==> src/rtl/mult_arb_pkg.sv <==
// Shared constants and helpers for the multiplier arbiter slice.
// Fixes the operand/product widths and the multiplier pipeline depth.
package mult_arb_pkg;

    localparam int MULT_LAT = 2;
    localparam int OP_W     = 32;
    localparam int PROD_W   = 64;

    // A single requester would give $clog2 == 0, so keep at least one ID bit.
    function automatic int id_width(input int n);
        return (n < 2) ? 1 : $clog2(n);
    endfunction

endpackage

==> src/rtl/mult_arbiter_if.sv <==
// Requester/response bundle between the gate/MAC sequencers and mult_arbiter.
// master = requester side, slave = arbiter side.
interface mult_arbiter_if
    import mult_arb_pkg::*;
#(
    parameter int NUM_REQ = 4
);

    localparam int ID_W = id_width(NUM_REQ);

    logic [NUM_REQ-1:0]      req_valid;
    logic [NUM_REQ*OP_W-1:0] req_a;
    logic [NUM_REQ*OP_W-1:0] req_b;
    logic [NUM_REQ-1:0]      req_ready;
    logic                    rsp_valid;
    logic [ID_W-1:0]         rsp_id;
    logic [PROD_W-1:0]       rsp_data;
    logic                    busy;

    modport master (
        output req_valid, req_a, req_b,
        input  req_ready, rsp_valid, rsp_id, rsp_data, busy
    );

    modport slave (
        input  req_valid, req_a, req_b,
        output req_ready, rsp_valid, rsp_id, rsp_data, busy
    );

endinterface

==> src/rtl/multiplier.sv <==
// Unsigned 32x32 -> 64 multiplier with an operand register and a product register.
// Operands presented in cycle T produce out_reg in cycle T+2.
module multiplier
    import mult_arb_pkg::*;
(
    input  logic              clk,
    input  logic              reset,
    input  logic [OP_W-1:0]   a,
    input  logic [OP_W-1:0]   b,
    output logic [PROD_W-1:0] out_reg
);

    logic [OP_W-1:0] a_q;
    logic [OP_W-1:0] b_q;

    // NOTE: sequential state uses non-blocking assignments so every register
    // samples pre-edge values; blocking here would collapse the two stages.
    always_ff @(posedge clk or posedge reset) begin
        if (reset) begin
            a_q     <= '0;
            b_q     <= '0;
            out_reg <= '0;
        end else begin
            a_q     <= a;
            b_q     <= b;
            out_reg <= PROD_W'(a_q) * PROD_W'(b_q);
        end
    end

endmodule

==> src/rtl/rr_arbiter.sv <==
// Round-robin arbiter: grants the first requester after rr_ptr, wrapping at N-1.
// The pointer moves to the granted index when advance is strobed.
module rr_arbiter
    import mult_arb_pkg::*;
#(
    parameter  int N  = 4,
    localparam int IW = id_width(N)
) (
    input  logic          clk,
    input  logic          reset,
    input  logic [N-1:0]  req,
    input  logic          advance,
    output logic [N-1:0]  grant,
    output logic [IW-1:0] grant_idx,
    output logic          grant_valid
);

    logic [IW-1:0] rr_ptr;
    int            cand;

    // NOTE: every output of this combinational block gets a default first, so
    // no path leaves a value held and no latch is inferred.
    always_comb begin
        grant       = '0;
        grant_idx   = '0;
        grant_valid = 1'b0;
        cand        = 0;
        for (int k = 1; k <= N; k++) begin
            // Explicit wrap keeps non-power-of-two N from producing IDs >= N.
            cand = int'(rr_ptr) + k;
            if (cand >= N) begin
                cand = cand - N;
            end
            if (!grant_valid && req[cand]) begin
                grant_valid = 1'b1;
                grant_idx   = IW'(cand);
            end
        end
        if (grant_valid) begin
            grant = N'(1) << grant_idx;
        end
    end

    // Starting at N-1 makes requester 0 the first in line after reset.
    always_ff @(posedge clk or posedge reset) begin
        if (reset) begin
            rr_ptr <= IW'(N - 1);
        end else if (advance && grant_valid) begin
            rr_ptr <= grant_idx;
        end
    end

endmodule

==> src/rtl/mult_arbiter.sv <==
// Shares one 32x32 multiplier among NUM_REQ requesters with round-robin issue.
// A valid/ID pipeline tracks each issued product so it returns tagged with its requester.
module mult_arbiter
    import mult_arb_pkg::*;
#(
    parameter int NUM_REQ = 4
) (
    input  logic          clk,
    input  logic          reset,
    mult_arbiter_if.slave bus
);

    localparam int ID_W = id_width(NUM_REQ);

    logic [NUM_REQ-1:0] grant;
    logic [ID_W-1:0]    grant_idx;
    logic               grant_valid;
    logic               handshake;
    logic [OP_W-1:0]    mul_a;
    logic [OP_W-1:0]    mul_b;
    logic [PROD_W-1:0]  product;
    logic               v1;
    logic               v2;
    logic [ID_W-1:0]    id1;
    logic [ID_W-1:0]    id2;

    rr_arbiter #(
        .N (NUM_REQ)
    ) u_arb (
        .clk         (clk),
        .reset       (reset),
        .req         (bus.req_valid),
        .advance     (handshake),
        .grant       (grant),
        .grant_idx   (grant_idx),
        .grant_valid (grant_valid)
    );

    // Grant is derived from req_valid, so any grant is also a handshake.
    assign bus.req_ready = grant;
    assign handshake     = |(bus.req_valid & grant);

    // Idle cycles feed zeros; the resulting product is never flagged valid.
    always_comb begin
        mul_a = '0;
        mul_b = '0;
        if (grant_valid) begin
            mul_a = bus.req_a[OP_W*grant_idx +: OP_W];
            mul_b = bus.req_b[OP_W*grant_idx +: OP_W];
        end
    end

    multiplier u_mul (
        .clk     (clk),
        .reset   (reset),
        .a       (mul_a),
        .b       (mul_b),
        .out_reg (product)
    );

    // Two stages mirror the multiplier's operand and product registers.
    always_ff @(posedge clk or posedge reset) begin
        if (reset) begin
            v1  <= 1'b0;
            v2  <= 1'b0;
            id1 <= '0;
            id2 <= '0;
        end else begin
            v1  <= handshake;
            id1 <= grant_idx;
            v2  <= v1;
            id2 <= id1;
        end
    end

    assign bus.rsp_valid = v2;
    assign bus.rsp_id    = id2;
    assign bus.rsp_data  = product;
    assign bus.busy      = v1 | v2;

endmodule

==> src/flat_wrapper.sv <==
// flat-port wrapper written by rule: the top's interface ports become plain ports
module mult_arbiter_flat import mult_arb_pkg::*;
#(
    parameter int NUM_REQ = 4
)
  (clk, reset, bus_req_valid, bus_req_a, bus_req_b, bus_req_ready, bus_rsp_valid, bus_rsp_id, bus_rsp_data, bus_busy);
  mult_arbiter_if #(.NUM_REQ(NUM_REQ)) bus_i ();
  input  logic clk;
  input  logic reset;
  input wire logic [$bits(bus_i.req_valid)-1:0] bus_req_valid;
  input wire logic [$bits(bus_i.req_a)-1:0] bus_req_a;
  input wire logic [$bits(bus_i.req_b)-1:0] bus_req_b;
  output wire logic [$bits(bus_i.req_ready)-1:0] bus_req_ready;
  output wire logic [$bits(bus_i.rsp_valid)-1:0] bus_rsp_valid;
  output wire logic [$bits(bus_i.rsp_id)-1:0] bus_rsp_id;
  output wire logic [$bits(bus_i.rsp_data)-1:0] bus_rsp_data;
  output wire logic [$bits(bus_i.busy)-1:0] bus_busy;
  assign bus_i.req_valid = bus_req_valid;
  assign bus_i.req_a = bus_req_a;
  assign bus_i.req_b = bus_req_b;
  assign bus_req_ready = bus_i.req_ready;
  assign bus_rsp_valid = bus_i.rsp_valid;
  assign bus_rsp_id = bus_i.rsp_id;
  assign bus_rsp_data = bus_i.rsp_data;
  assign bus_busy = bus_i.busy;
  mult_arbiter #(.NUM_REQ(NUM_REQ)) u_core (.clk(clk), .reset(reset), .bus(bus_i));
endmodule
==> config.mk <==
export PLATFORM = sky130hd
export DESIGN_NAME = mult_arbiter_flat
export DESIGN_NICKNAME = d
export VERILOG_FILES = /design/src/rtl/mult_arb_pkg.sv /design/src/rtl/mult_arbiter_if.sv /design/src/rtl/multiplier.sv /design/src/rtl/rr_arbiter.sv /design/src/rtl/mult_arbiter.sv /design/src/flat_wrapper.sv
export SDC_FILE = /design/constraint.sdc
export NUM_CORES = 2
export LEC_CHECK = 0
export ABC_AREA = 1
export BUFFER_PORTS_ARGS = -buffer_cell sky130_fd_sc_hd__buf_2
export CAP_MARGIN = 20
export CORE_UTILIZATION = 40
export DETAILED_ROUTE_END_ITERATION = 6
export SYNTH_ARGS = -nofsm -noshare
export SYNTH_HDL_FRONTEND = slang
export SYNTH_SLANG_ARGS = --single-unit
==> constraint.sdc <==
create_clock -name clk -period 8.9 [get_ports clk]
set_clock_uncertainty 0.15 [all_clocks]
set_input_delay 0.89 -clock clk [delete_from_list [all_inputs] [get_ports clk]]
set_output_delay 0.89 -clock clk [all_outputs]
set_load 0.02 [all_outputs]
==> impl_metrics.ini <==
[sta]
finalSetupTns_ns = 0
rsz0062_at_grt = false
setup_violations = 0
worst_pin_slew_ns = 1.137
relSlewSlack_pct = 24.18
post-route-period-util_pct = 90.41
min_period_ns = 8.047
report.final.slew_viol_count = 0
hold_viol_final = 0
max_clock_freq_ghz = 0.1243

[global_routing]
grt_max_degree = 107
antenna_found_initial = 1
grt_first_pass_wirelength_um = 206100
grtUsageTotal_pct = 25.31
first_global_vias = 35760
grt_overflow_total = 0

[final_layout]
register_area_um2 = 3415
n_antenna_cell = 0
multi_input_area_um2 = 31130
largest_reg_flops = 64
nets = 7105
area_delta_synth_final_pct = 9.003
fillCellCount = 10510
final_layout_size_suffix_gt1_share_pct = 8.636

[synth]
netlist.area_leader.share_pct = 43.10
synth_nets = 6923
synthesis.area_um2 = 41620
syn_area_per_cell_um2 = 7.565
ys_warn_count = 0
netlist_top_cells_area = fa_1, nand2_1, inv_1
syn-instance-count = 5502
yosys.area.top_type = fa_1
ys_seq_area_share_pct = 8.183
synth_seq_cells = 136
synth_cell_type_count = 37

[cts]
cts.clk_slew.worst_paths_ns = 0.07
clockBufferDepth = 2
numCtsBuffers = 17
postCtsResizedCells = 0
cts.sinks = 136
cts_tree = done
cts_setup_buffers = 0
insertion_delay_ns = 0.49
cts_hold_buf = 0
htree_num_levels = 4
clockRootBuffer = clkbuf_16

[detailed_routing]
drt_pre_antenna_iters = 5
route.detailed.drc = 0
vias_per_cell = 4.922
wirelength_um = 131700
drt-wirelength-per-cell_um = 18.64
dr_total_vias = 34770
ant_nets = 0
drt_iter0_drc = 2728

[worst_hold_path]
hp-class = reg -> reg

[placement]
gp_congestion = 0.9543
dpl.hpwl_um = 111700
io_buffer_count = 333

[critical_path]
cp.required_ns = 9.11
critPathKind = reg -> reg
cp_common_cell = fa_1
r2r-start = u_core.u_mul.a_q[10]
crit_path_end = u_core.u_mul.out_reg[61]
max_stage_delay_ns = 0.81
worst_setup_path_start_kind = flop
reg2regPathDepth = 27
worst_setup_path_end_kind = flop
r2r_slack_ns = 0.85
worstPathArrival_ns = 8.26
crit_slowest_cell = dfrtp_1
cp_num_cells = 27
r2r-end = u_core.u_mul.out_reg[61]
worst-path-buf-inv = 8
setup.worst_path.start = u_core.u_mul.a_q[10]
crit_family = adder cells
worst-path-max-fanout = 25

[floorplan]
initial_core_util_pct = 40.62
dieArea_um2 = 105300
rows = 117
fp.dieH_um = 324.6
fp.dieW_um = 324.6
ios = 334
fp.coreArea_um2 = 102500

[flow_run]
drv_cap = 0

[run_status]
outcome = completed
[metal layers]
metal	routed length, µm	track usage, %	vias up
li1	-	-	15950
met1	51890	32.20	17510
met2	67380	43.89	1089
met3	6911	2.601	222
met4	5471	10.40	2
met5	13	0	-
[Yosys cell counts]
| cell | count |
|---|---|
| nand2_1 | 1688 |
| inv_1 | 1587 |
| fa_1 | 896 |
| ha_1 | 263 |
| clkbuf_1 | 198 |
| a21oi_1 | 154 |
| nor2_1 | 145 |
| nand4_1 | 143 |
| dfrtp_1 | 134 |
| nand3_1 | 66 |
| o21ai_0 | 58 |
| buf_2 | 53 |
| xor2_1 | 31 |
| nor3_1 | 12 |
| buf_4 | 9 |
| o21bai_1 | 8 |
| a21o_1 | 7 |
| xnor2_1 | 7 |
| buf_1 | 6 |
| nor4_1 | 6 |
| buf_6 | 4 |
| inv_2 | 4 |
| or2_2 | 3 |
| a21boi_0 | 2 |
| a31oi_1 | 2 |
| and3_1 | 2 |
| dfstp_2 | 2 |
| nand2_2 | 2 |
| o21a_1 | 2 |
| a31o_2 | 1 |
| inv_4 | 1 |
| nand2b_1 | 1 |
| nand3_2 | 1 |
| nand3_4 | 1 |
| nor2_2 | 1 |
| nor2_4 | 1 |
| nor3_2 | 1 |
[worst min-delay path by stage]
stage                  startpoint                    to  slack (ns)  cells after the start
floorplan           u_core.id1[0]  u_core.bus.rsp_id[0]        0.18                      0
global placement    u_core.id1[1]  u_core.bus.rsp_id[1]        0.18                      0
detailed placement  u_core.id1[0]  u_core.bus.rsp_id[0]        0.19                      0
CTS                 u_core.id1[0]  u_core.bus.rsp_id[0]        0.20                      0
global route        u_core.id1[0]  u_core.bus.rsp_id[0]        0.21                      0
finish              u_core.id1[0]  u_core.bus.rsp_id[0]        0.20                      0
[final cells by class]
type	instances	share of cell area, %
Inverter	1592	13.19
Clock buffer	19	0.9542
Tap cell	1368	3.773
Timing Repair Buffer	433	5.477
Multi-Input combinational cell	3504	68.61
Clock inverter	13	0.4744
Sequential cell	136	7.526
[cell families after synthesis]
group	Yosys count	synth area share, %
AND/OR/NAND/NOR	2073	19.96
buffers and inverters	1862	17.11
adder cells (fa/ha/maj)	1159	51.00
AO/OA/AOI/OAI	234	2.943
flip-flops	136	8.183
XOR/XNOR	38	0.7996
[cell usage in the layout (no fill, tap or decap), types with 5 or more instances in the layout]
cell type / count
buf_4: 96
inv_6: 5
o21ai_0: 58
dfrtp_1: 127
clkbuf_16: 17
inv_1: 1585
fa_1: 896
nand3_1: 65
a21o_1: 7
o21bai_1: 8
ha_1: 263
inv_2: 5
dfrtp_2: 7
a21oi_1: 154
bufinv_16: 5
xor2_1: 31
nor4_1: 6
nor3_1: 12
xnor2_1: 7
nor2_1: 145
nand2_1: 1687
buf_2: 333
nand4_1: 143
[stage by stage]
| stage | cell area [µm²] | hold WS [ns] | setup WS [ns] | util (%) | instances |
|---|---|---|---|---|---|
| global route | 45370 | 0.2112 | 0.6273 | 44.27 | 7065 |
| finish | 45370 | 0.1986 | 0.8535 | 44.27 | 7065 |
| detailed placement | 44650 | 0.1858 | 0.8727 | 43.57 | 7030 |
| global placement | 44620 | 0.1824 | 0.9026 | 43.55 | 7029 |
| floorplan | 41620 | 0.1812 | 2.457 | - | 5502 |
| CTS | 45300 | 0.2018 | 0.8222 | 44.21 | 7062 |
Power is left out: the tool's default activity adds up to more than one toggle a clock period on the data nets, which glitch-free logic cannot reach.
